==> src/rtl/multicore_pkg.sv <==
// Shared types and encodings for the 5-stage core's hazard control.
// Holds FSM states, forwarding-select and write-back source encodings.
package multicore_pkg;

    localparam int NUM_REGS = 32;

    typedef enum logic [1:0] {
        RUN        = 2'b00,
        LOAD_STALL = 2'b01,
        FLUSH      = 2'b10
    } hazard_state_t;

    typedef enum logic [1:0] {
        FWD_NONE = 2'b00,
        FWD_MA   = 2'b01,
        FWD_WB   = 2'b10
    } fwd_sel_t;

    localparam logic [1:0] MTR_ALU = 2'b00;
    localparam logic [1:0] MTR_MEM = 2'b01;
    localparam logic [1:0] MTR_PC4 = 2'b10;

endpackage

==> src/rtl/hazard_fwd_sel.sv <==
// Forwarding select for a single source operand.
// Memory-access results win over write-back; loads in memory access are not yet usable.
module hazard_fwd_sel
    import multicore_pkg::*;
#(
    parameter int RW = 5
) (
    input  logic [RW-1:0] rs,
    input  logic          ma_regwrite,
    input  logic [1:0]    ma_memtoreg,
    input  logic [RW-1:0] ma_rdest,
    input  logic          wb_regwrite,
    input  logic [RW-1:0] wb_rdest,
    output logic [1:0]    sel
);

    logic ma_hit;
    logic wb_hit;

    always_comb begin
        ma_hit = ma_regwrite && (rs != '0) && (ma_rdest == rs) &&
                 ((ma_memtoreg == MTR_ALU) || (ma_memtoreg == MTR_PC4));
        wb_hit = wb_regwrite && (rs != '0) && (wb_rdest == rs);
        sel    = FWD_NONE;
        if (ma_hit) begin
            sel = FWD_MA;
        end else if (wb_hit) begin
            sel = FWD_WB;
        end
    end

endmodule

==> src/rtl/hazard_ctrl.sv <==
// Stall/flush sequencer and forwarding-select generator for the 5-stage core.
// Define HAZARD_PERF_EN to add saturating load-stall, mem-stall and mispredict counters.
//
// state      | meaning
// RUN        | normal flow, decode branch predictions passed to fetch
// LOAD_STALL | fetch/decode held, bubble into execute until load data is forwardable
// FLUSH      | bubbles into decode after a mispredict redirect
module hazard_ctrl
    import multicore_pkg::*;
#(
    parameter int XLEN         = 32,
    parameter int NUM_REGS     = multicore_pkg::NUM_REGS,
    parameter int LOAD_LATENCY = 2,
    parameter int FLUSH_CYCLES = 1,
    parameter int PERF_W       = 32,
    localparam int RW          = $clog2(NUM_REGS)
) (
    input  logic              i_aclk,
    input  logic              i_areset,
    input  logic              i_fetch_instr_valid,
    input  logic              i_decode_br_valid,
    input  logic [XLEN-1:0]   i_decode_br_addr,
    input  logic [XLEN-1:0]   i_decode_pc,
    input  logic [RW-1:0]     i_decode_rs1,
    input  logic [RW-1:0]     i_decode_rs2,
    input  logic              i_exe_br_valid,
    input  logic [XLEN-1:0]   i_exe_br_addr,
    input  logic [RW-1:0]     i_exe_rs1,
    input  logic [RW-1:0]     i_exe_rs2,
    input  logic [RW-1:0]     i_exe_rdest,
    input  logic              i_exe_regwrite,
    input  logic [1:0]        i_exe_memtoreg,
    input  logic              i_ma_cache_ready,
    input  logic              i_ma_memaccess,
    input  logic              i_ma_regwrite,
    input  logic [1:0]        i_ma_memtoreg,
    input  logic [RW-1:0]     i_ma_rdest,
    input  logic              i_wb_regwrite,
    input  logic [RW-1:0]     i_wb_rdest,
    output logic              o_br_valid,
    output logic [XLEN-1:0]   o_br_addr,
    output logic              o_fetch_en,
    output logic              o_decode_en,
    output logic              o_exe_en,
    output logic              o_ma_en,
    output logic              o_decode_flush,
    output logic              o_exe_flush,
`ifdef HAZARD_PERF_EN
    output logic [PERF_W-1:0] o_perf_load_stalls,
    output logic [PERF_W-1:0] o_perf_mem_stalls,
    output logic [PERF_W-1:0] o_perf_flushes,
`endif
    output logic [1:0]        o_decode_fwd_a,
    output logic [1:0]        o_decode_fwd_b,
    output logic [1:0]        o_exe_fwd_a,
    output logic [1:0]        o_exe_fwd_b
);

    localparam int CNT_MAX = (LOAD_LATENCY > FLUSH_CYCLES) ? LOAD_LATENCY : FLUSH_CYCLES;
    localparam int CNT_W   = $clog2(CNT_MAX + 1);

    if (LOAD_LATENCY < 1 || FLUSH_CYCLES < 1 || PERF_W < 1) begin : g_bad_param
        $error("hazard_ctrl: LOAD_LATENCY, FLUSH_CYCLES and PERF_W must be >= 1");
    end

    hazard_state_t    state, state_nxt;
    logic [CNT_W-1:0] cnt, cnt_nxt;
    logic             active;
    logic             mem_stall;
    logic             mispredict;
    logic             load_use;
    logic [1:0]       dec_fwd_a, dec_fwd_b, exe_fwd_a, exe_fwd_b;

    // active stays low through reset and the first cycle after release
    always_ff @(posedge i_aclk or posedge i_areset) begin
        if (i_areset) begin
            state  <= RUN;
            cnt    <= '0;
            active <= 1'b0;
        end else begin
            state  <= state_nxt;
            cnt    <= cnt_nxt;
            active <= 1'b1;
        end
    end

    always_comb begin
        mem_stall  = i_ma_memaccess & ~i_ma_cache_ready;
        mispredict = i_exe_br_valid & (i_decode_pc != i_exe_br_addr);
        load_use   = i_exe_regwrite && (i_exe_memtoreg == MTR_MEM) && (i_exe_rdest != '0) &&
                     ((i_exe_rdest == i_decode_rs1) || (i_exe_rdest == i_decode_rs2));
    end

    always_comb begin
        state_nxt      = state;
        cnt_nxt        = cnt;
        o_br_valid     = 1'b0;
        o_br_addr      = '0;
        o_fetch_en     = 1'b0;
        o_decode_en    = 1'b0;
        o_exe_en       = 1'b0;
        o_ma_en        = 1'b0;
        o_decode_flush = 1'b0;
        o_exe_flush    = 1'b0;

        if (!active || mem_stall) begin
            // freeze everything; a pending mispredict re-presents once the cache returns
        end else if (mispredict) begin
            o_br_valid     = 1'b1;
            o_br_addr      = i_exe_br_addr;
            o_fetch_en     = 1'b1;
            o_decode_en    = 1'b1;
            o_exe_en       = 1'b1;
            o_ma_en        = 1'b1;
            o_decode_flush = 1'b1;
            o_exe_flush    = 1'b1;
            if (FLUSH_CYCLES > 1) begin
                state_nxt = FLUSH;
                cnt_nxt   = CNT_W'(FLUSH_CYCLES - 1);
            end else begin
                state_nxt = RUN;
                cnt_nxt   = '0;
            end
        end else begin
            unique case (state)
                FLUSH: begin
                    o_fetch_en     = 1'b1;
                    o_decode_en    = 1'b1;
                    o_exe_en       = 1'b1;
                    o_ma_en        = 1'b1;
                    o_decode_flush = 1'b1;
                    cnt_nxt        = cnt - 1'b1;
                    if (cnt == CNT_W'(1)) state_nxt = RUN;
                end
                LOAD_STALL: begin
                    o_exe_en    = 1'b1;
                    o_ma_en     = 1'b1;
                    o_exe_flush = 1'b1;
                    cnt_nxt     = cnt - 1'b1;
                    if (cnt == CNT_W'(1)) state_nxt = RUN;
                end
                default: begin
                    if (load_use) begin
                        o_exe_en    = 1'b1;
                        o_ma_en     = 1'b1;
                        o_exe_flush = 1'b1;
                        if (LOAD_LATENCY > 1) begin
                            state_nxt = LOAD_STALL;
                            cnt_nxt   = CNT_W'(LOAD_LATENCY - 1);
                        end
                    end else begin
                        o_br_valid  = i_decode_br_valid;
                        o_br_addr   = i_decode_br_addr;
                        o_fetch_en  = 1'b1;
                        o_decode_en = i_fetch_instr_valid;
                        o_exe_en    = 1'b1;
                        o_ma_en     = 1'b1;
                    end
                end
            endcase
        end
    end

    hazard_fwd_sel #(.RW(RW)) u_fwd_dec_a (
        .rs(i_decode_rs1), .ma_regwrite(i_ma_regwrite), .ma_memtoreg(i_ma_memtoreg),
        .ma_rdest(i_ma_rdest), .wb_regwrite(i_wb_regwrite), .wb_rdest(i_wb_rdest), .sel(dec_fwd_a)
    );
    hazard_fwd_sel #(.RW(RW)) u_fwd_dec_b (
        .rs(i_decode_rs2), .ma_regwrite(i_ma_regwrite), .ma_memtoreg(i_ma_memtoreg),
        .ma_rdest(i_ma_rdest), .wb_regwrite(i_wb_regwrite), .wb_rdest(i_wb_rdest), .sel(dec_fwd_b)
    );
    hazard_fwd_sel #(.RW(RW)) u_fwd_exe_a (
        .rs(i_exe_rs1), .ma_regwrite(i_ma_regwrite), .ma_memtoreg(i_ma_memtoreg),
        .ma_rdest(i_ma_rdest), .wb_regwrite(i_wb_regwrite), .wb_rdest(i_wb_rdest), .sel(exe_fwd_a)
    );
    hazard_fwd_sel #(.RW(RW)) u_fwd_exe_b (
        .rs(i_exe_rs2), .ma_regwrite(i_ma_regwrite), .ma_memtoreg(i_ma_memtoreg),
        .ma_rdest(i_ma_rdest), .wb_regwrite(i_wb_regwrite), .wb_rdest(i_wb_rdest), .sel(exe_fwd_b)
    );

    always_comb begin
        o_decode_fwd_a = active ? dec_fwd_a : FWD_NONE;
        o_decode_fwd_b = active ? dec_fwd_b : FWD_NONE;
        o_exe_fwd_a    = active ? exe_fwd_a : FWD_NONE;
        o_exe_fwd_b    = active ? exe_fwd_b : FWD_NONE;
    end

`ifdef HAZARD_PERF_EN
    logic              load_stall_cyc;
    logic              mem_stall_cyc;
    logic              flush_evt;
    logic [PERF_W-1:0] perf_load, perf_mem, perf_flush;

    always_comb begin
        load_stall_cyc = active & ~mem_stall & ~mispredict &
                         ((state == LOAD_STALL) | ((state == RUN) & load_use));
        mem_stall_cyc  = active & mem_stall;
        flush_evt      = active & ~mem_stall & mispredict;
    end

    always_ff @(posedge i_aclk or posedge i_areset) begin
        if (i_areset) begin
            perf_load  <= '0;
            perf_mem   <= '0;
            perf_flush <= '0;
        end else begin
            if (load_stall_cyc && (perf_load != '1)) perf_load <= perf_load + 1'b1;
            if (mem_stall_cyc && (perf_mem != '1)) perf_mem <= perf_mem + 1'b1;
            if (flush_evt && (perf_flush != '1)) perf_flush <= perf_flush + 1'b1;
        end
    end

    assign o_perf_load_stalls = perf_load;
    assign o_perf_mem_stalls  = perf_mem;
    assign o_perf_flushes     = perf_flush;
`endif

endmodule
==> config.mk <==
export PLATFORM = sky130hd
export DESIGN_NAME = hazard_ctrl
export DESIGN_NICKNAME = d
export VERILOG_FILES = /design/src/rtl/multicore_pkg.sv /design/src/rtl/hazard_fwd_sel.sv /design/src/rtl/hazard_ctrl.sv
export SDC_FILE = /design/constraint.sdc
export NUM_CORES = 1
export LEC_CHECK = 0
export ABC_AREA = 1
export CAP_MARGIN = 20
export CORE_ASPECT_RATIO = 1.5
export CORE_MARGIN = 1.5
export CORE_UTILIZATION = 38
export CTS_CLUSTER_DIAMETER = 80
export DETAILED_ROUTE_END_ITERATION = 10
export GPL_ROUTABILITY_DRIVEN = 0
export PLACE_DENSITY = 0.91
export SLEW_MARGIN = 20
export SYNTH_ARGS = -nofsm -noshare
export SYNTH_HDL_FRONTEND = slang
export SYNTH_HIERARCHICAL = 1
export SYNTH_SLANG_ARGS = --single-unit
==> constraint.sdc <==
create_clock -name i_aclk -period 4 [get_ports i_aclk]
set_input_delay 1 -clock i_aclk [delete_from_list [all_inputs] [get_ports i_aclk]]
set_output_delay 1 -clock i_aclk [all_outputs]
set_load 0.05 [all_outputs]
# ---- Yosys cells after proc, flatten, opt, wreduce, memory -nomap -nowiden
# Index checks and enable logic that the tools add are counted.
dict set report op_classes {
  bitwise 4
  multipliers 0
  order_cmp 0
  n_eq_ne 17
  n_reduce_logical 37
  div 0
  mux 42
  addsub 1
  shifts 0
}
# op count
set ops {}
lappend ops {{2-to-1 mux 32 bit} 4}
lappend ops {{equality test 5 bit} 10}
lappend ops {{2-to-1 mux 2 bit} 18}
lappend ops {{!= test 32 bit} 1}
lappend ops {{nonzero test 5 bit} 5}
lappend ops {{logical AND 1 bit} 23}
lappend ops {{2-to-1 mux 1 bit} 17}
lappend ops {{equality test 2 x 1 -> 1 bit (second input constant)} 3}
lappend ops {{case mux 1 bit (2 select lines)} 3}
lappend ops {{equality test 2 bit (second input constant)} 2}
lappend ops {{logical OR 1 bit} 3}
lappend ops {{!= test 3 x 1 -> 1 bit (second input constant)} 1}
lappend ops {{AND reduction 3 bit} 1}
lappend ops {{nonzero test 3 bit} 1}
lappend ops {{bitwise AND 1 bit} 2}
lappend ops {{zero test 2 bit} 1}
lappend ops {{NOT 1 bit} 2}
lappend ops {{AND reduction 2 bit} 1}
lappend ops {{OR reduction 2 bit} 1}
lappend ops {{subtractor 2 x 1 -> 2 bit (second input constant)} 1}
lappend ops {{zero test 1 bit} 1}
dict set report word_totals {
  romBits 0
  latchBits 0
  out_inout_bits 47
  input_bits 145
  n_memories 0
  regBits 5
  mem_bits_rw 0
}

# ---- Longest topological paths before layout
# Gate-level depths: netlist of the first run.
dict set report logic_depth {
  word_depth 8
  ltp_mapped 13
}

# ---- Modules after synthesis
# Netlist of the first run, hierarchy kept.
# module cells_each instances area_each_um2
set modules_own_cells {}
lappend modules_own_cells {hazard_ctrl 289 1 1453.9}
lappend modules_own_cells {hazard_fwd_sel 62 4 272.8}

# ---- Worst setup path before layout of the first run
# OpenSTA, ideal clock, no wires.
dict set report synth_path {
  kind {input-to-output}
  start {in i_decode_pc[4]}
  end {out o_br_addr[24]}
  setup_slack_ns 0.202
  t_arrival_ns 2.798
  stages 9
  cell_sequence {xnor2_1 nand2_1 nor2_1 nand2_1 nor2_1 nand2_1 nand2_4 nand2_4 o21ai_0}
}
dict set report synth_via {
  elab_chain_cells 4
}
# item line_no
set synth_rtl {}
lappend synth_rtl {{from (decl)} hazard_ctrl.sv:23} ;# input logic [XLEN-1:0] i_decode_pc,
lappend synth_rtl {{!= test 32 bit} hazard_ctrl.sv:89} ;# mispredict = i_exe_br_valid & (i_decode_pc != i_exe_br_addr);
lappend synth_rtl {{bitwise AND 1 bit} hazard_ctrl.sv:89}
lappend synth_rtl {{2-to-1 mux 32 bit} hazard_ctrl.sv:108} ;# end else if (mispredict) begin
lappend synth_rtl {{2-to-1 mux 32 bit} hazard_ctrl.sv:106} ;# if (!active || mem_stall) begin
lappend synth_rtl {{to (decl)} hazard_ctrl.sv:41} ;# output logic [XLEN-1:0] o_br_addr,
# Every way passes these cells.

# ---- Worst setup path in the final report of the first run
dict set report layout_path {
  start {in i_exe_br_addr[13]}
  end {out o_br_addr[9]}
}
dict set report layout_via {
  elab_chain_cells 4
}
# item line_no
set layout_rtl {}
lappend layout_rtl {{from (decl)} hazard_ctrl.sv:27} ;# input logic [XLEN-1:0] i_exe_br_addr,
lappend layout_rtl {{!= test 32 bit} hazard_ctrl.sv:89}
lappend layout_rtl {{bitwise AND 1 bit} hazard_ctrl.sv:89}
lappend layout_rtl {{2-to-1 mux 32 bit} hazard_ctrl.sv:108}
lappend layout_rtl {{2-to-1 mux 32 bit} hazard_ctrl.sv:106}
# Every way passes these cells.

==> metrics.md, run 1 <==
| Metric | Value |
|---|---|
| Critical Path AT | `3.13 ns` |
| Worst hold start | `cnt[1]` |
| Starting Density | `0.392` |
| Worst r2r src | `state[0]` |
| Initial antenna violation count | `2` |
| Tot Pwr | `0.789 mW` |
| Synth cell types | `23` |
| Final-report setup violation count | `33` |
| Root Buffer Master | `clkbuf_8` |
| GRT overflow | `0` |
| Unrepaired setup endpoints after global routing | `yes` |
| Fmax | `242 MHz` |
| Die height | `103 µm` |
| Leak Pwr | `2.71 nW` |
| Post-synth top flop | `dfrtp_1` |
| Area Growth Syn to Fin | `109%` |
| Post-layout minimum cycle time | `4.13 ns` |
| Drt wl/cell | `16.7 µm` |
| Clock tree buffer depth | `2` |
| Final ANT Viol Nets | `0` |
| # port buffers | `190` |
| Register area | `100 µm²` |
| Synth area leaders | `nand2_1 (35%), inv_1 (11%), xnor2_1 (10%)` |
| Worst setup SP type | `input pin` |
| Clock Skew | `0.00310 ns` |
| Max-slew violation count | `0` |
| Synthesis Warnings | `6` |
| Horiz. Die Dim | `69.8 µm` |
| Sink Count | `4` |
| Vias in the first global route | `3,997` |
| DRC viols | `0` |
| Die Footprint | `7210 µm²` |
| Cell Pwr Density | `149 nW/µm²` |
| EDFF count, synth | `0` |
| First-pass GRT wire length | `19.0 mm` |
| Min-Delay Path Class | `reg -> reg` |
| Core area | `6490 µm²` |
| Share of the synthesized area in the top cell type | `0.354` |
| Failing checks | `setup timing` |
| Layout cells sized above 1 | `0.205` |
| Pre-antenna DRT Iters | `5` |
| Worst skew pair latency | `0.22 ns` |
| Post-place setup slack | `-0.0289 ns` |
| Largest net degree at the start of global routing | `34` |
| Area of the multi-input gates | `2100 µm²` |
| GRT Overall Usage | `0.330` |
| Tcrit/Tclk final | `1.03` |
| Largest area contributor in the netlist | `nand2_1` |
| Synth Register Bits | `4` |
| CTS H-tree depth | `1` |
| Final Hold Vio Count | `0` |
| CP max FO | `7` |
| Finished Layout Cells | `814` |
| Crit path kind | `in -> out` |
| WP data required | `3.00 ns` |
| Peak VDD IR | `0.0965 mV` |
| Seq/Total Area, Yosys | `0.0393` |
| Row Count | `36` |
| Filler cell count | `392` |
| DR vias/cell | `5.15` |
| Drt total wl | `13.6 mm` |
| Post-Place Cells | `805` |
| Num ports | `192` |
| Crit. Startpoint | `i_exe_br_addr[13]` |
| CTS buffer count | `3` |
| CP Capture Type | `output port` |
| Final net count | `885` |
| Vias | `4,192` |
| Syn Nets | `683` |
| Outcome | `finished with violations` |
| DP Wirelength | `10.2 mm` |
| Cell Area, Synth | `2540 µm²` |
| Clock transition at path regs | `0.04 ns` |
| Synth Instances | `537` |
| DRT iter0 DRCs | `300` |
| Final worst slack | `-0.126 ns` |
| Max-Cap Viols | `0` |
| CTS tree | `built` |
| Final Util | `0.818` |
| Ys async rst share | `1.00` |
| Synthesized area per cell | `4.74 µm²` |
-- power breakdown --
group / switching, mW / internal [mW] / total (mW)
clock: 0.0258 / 0.0646 / 0.0904
combinational: 0.334 / 0.320 / 0.654
sequential: 0.00225 / 0.0419 / 0.0442
-- through the flow --
step | setup TNS [ns] | instance area (µm²) | hold WS (ns)
global route | -3.31 | 5300 | 0.524
CTS | 0 | 5140 | 0.508
floorplan | 0 | 2540 | 0.442
detailed placement | -0.121 | 5070 | 0.501
finish | -2.78 | 5310 | 0.510
global placement | 0 | 5070 | 0.458
-- routing by layer --
layer  global-route usage  vias up  routed length, µm
li1                     -     1975                  -
met1                0.299     1899               4280
met2                0.664      257               7100
met3                0.126       59               1580
met4                0.114        2                652
met5                    0        -                 10
-- sequential cells by signal, summed over array words and instances, names as in the netlist --
register and flops:
cnt 2, state 1, active 1
-- final timing paths --
check	endpoint	slack (ns)	cells past startpoint
hold reg to reg	cnt[1]	0.51	2
setup / recovery	o_br_addr[9]	-0.13	12
min in group asynchronous	state[0]	0.99	2
hold / removal	cnt[1]	0.51	2
setup reg to reg	cnt[0]	2.63	6
max in group asynchronous	active	2.86	2
-- layout by cell type, fill, tap and decap left out, drive strengths merged --
| cell | synthesis | routed |
|---|---|---|
| nand2 | 262 | 263 |
| clkdlybuf4s50 | 0 | 136 |
| inv | 97 | 97 |
| nor2 | 69 | 69 |
| buf | 13 | 67 |
| o21ai | 32 | 32 |
| xnor2 | 29 | 29 |
| nand3 | 9 | 9 |
| nand4 | 8 | 8 |
| xor2 | 6 | 6 |
| dlymetal6s2s | 0 | 6 |
| dfrtp | 4 | 4 |
| a21oi | 4 | 4 |
| clkbuf | 2 | 4 |
| diode | 0 | 1 |
| ha | 1 | 1 |
| conb | 1 | 1 |
| dlygate4sd2 | 0 | 1 |
-- critical path, cell delays in order --
cell and delay [ns]:
clkdlybuf4s50_1 0.54, xnor2_1 0.16, nand2_1 0.09, nor2_1 0.16, nand2_1 0.08, nor2_1 0.16, nand2_1 0.12, nand2_4 0.15
buf_4 0.14, nand2_4 0.09, o21ai_1 0.25, buf_12 0.18
-- final cells by class --
type	count	share of cell area
diodes	1	0.000472
clock buffers	3	0.00778
inverters	97	0.0686
multi-input cells	422	0.397
flip-flops and latches	4	0.0189
well taps	76	0.0179
repair buffers	211	0.490
-- cell usage after synthesis, types with 4 or more instances --
cell / number
nand2_1: 240
inv_1: 76
nor2_1: 60
o21ai_1: 30
xnor2_1: 29
inv_2: 21
nand2_2: 16
nand3_1: 9
nand4_1: 8
nand2_4: 6
xor2_1: 6
buf_2: 5
buf_4: 5
nor2_4: 5
dfrtp_1: 4
nor2_2: 4
-- cell families after synthesis --
family,synth area share
xor gates and xnor gates,0.120
other,0.00147
adders and majority gates,0.00492
and+or+nand+nor,0.578
DFF,0.0393
buffers and inverters,0.184
AOI/OAI and AO/OA,0.0723
-- timing repair --
action | 4_1_cts | 5_1_grt
gates cloned | 0 | 2
setup buffers | 0 | 3
hold buffers | 0 | 0
endpoints found under the setup margin | 7 | 26
pin swaps | 0 | 5
gates resized for setup | 6 | 31
Power figures use the tool's default switching activity.
==> run 2: changes to the inputs <==
--- a/config.mk
+++ b/config.mk
@@ -6,6 +6,7 @@
 export NUM_CORES = 1
 export LEC_CHECK = 0
 export ABC_AREA = 1
+export ABC_CLOCK_PERIOD_IN_PS = 4000
 export CAP_MARGIN = 20
 export CORE_ASPECT_RATIO = 1.5
 export CORE_MARGIN = 1.5
==> results of run 2 <==
Final layout, timing and power as in run 1 (identical DEF).
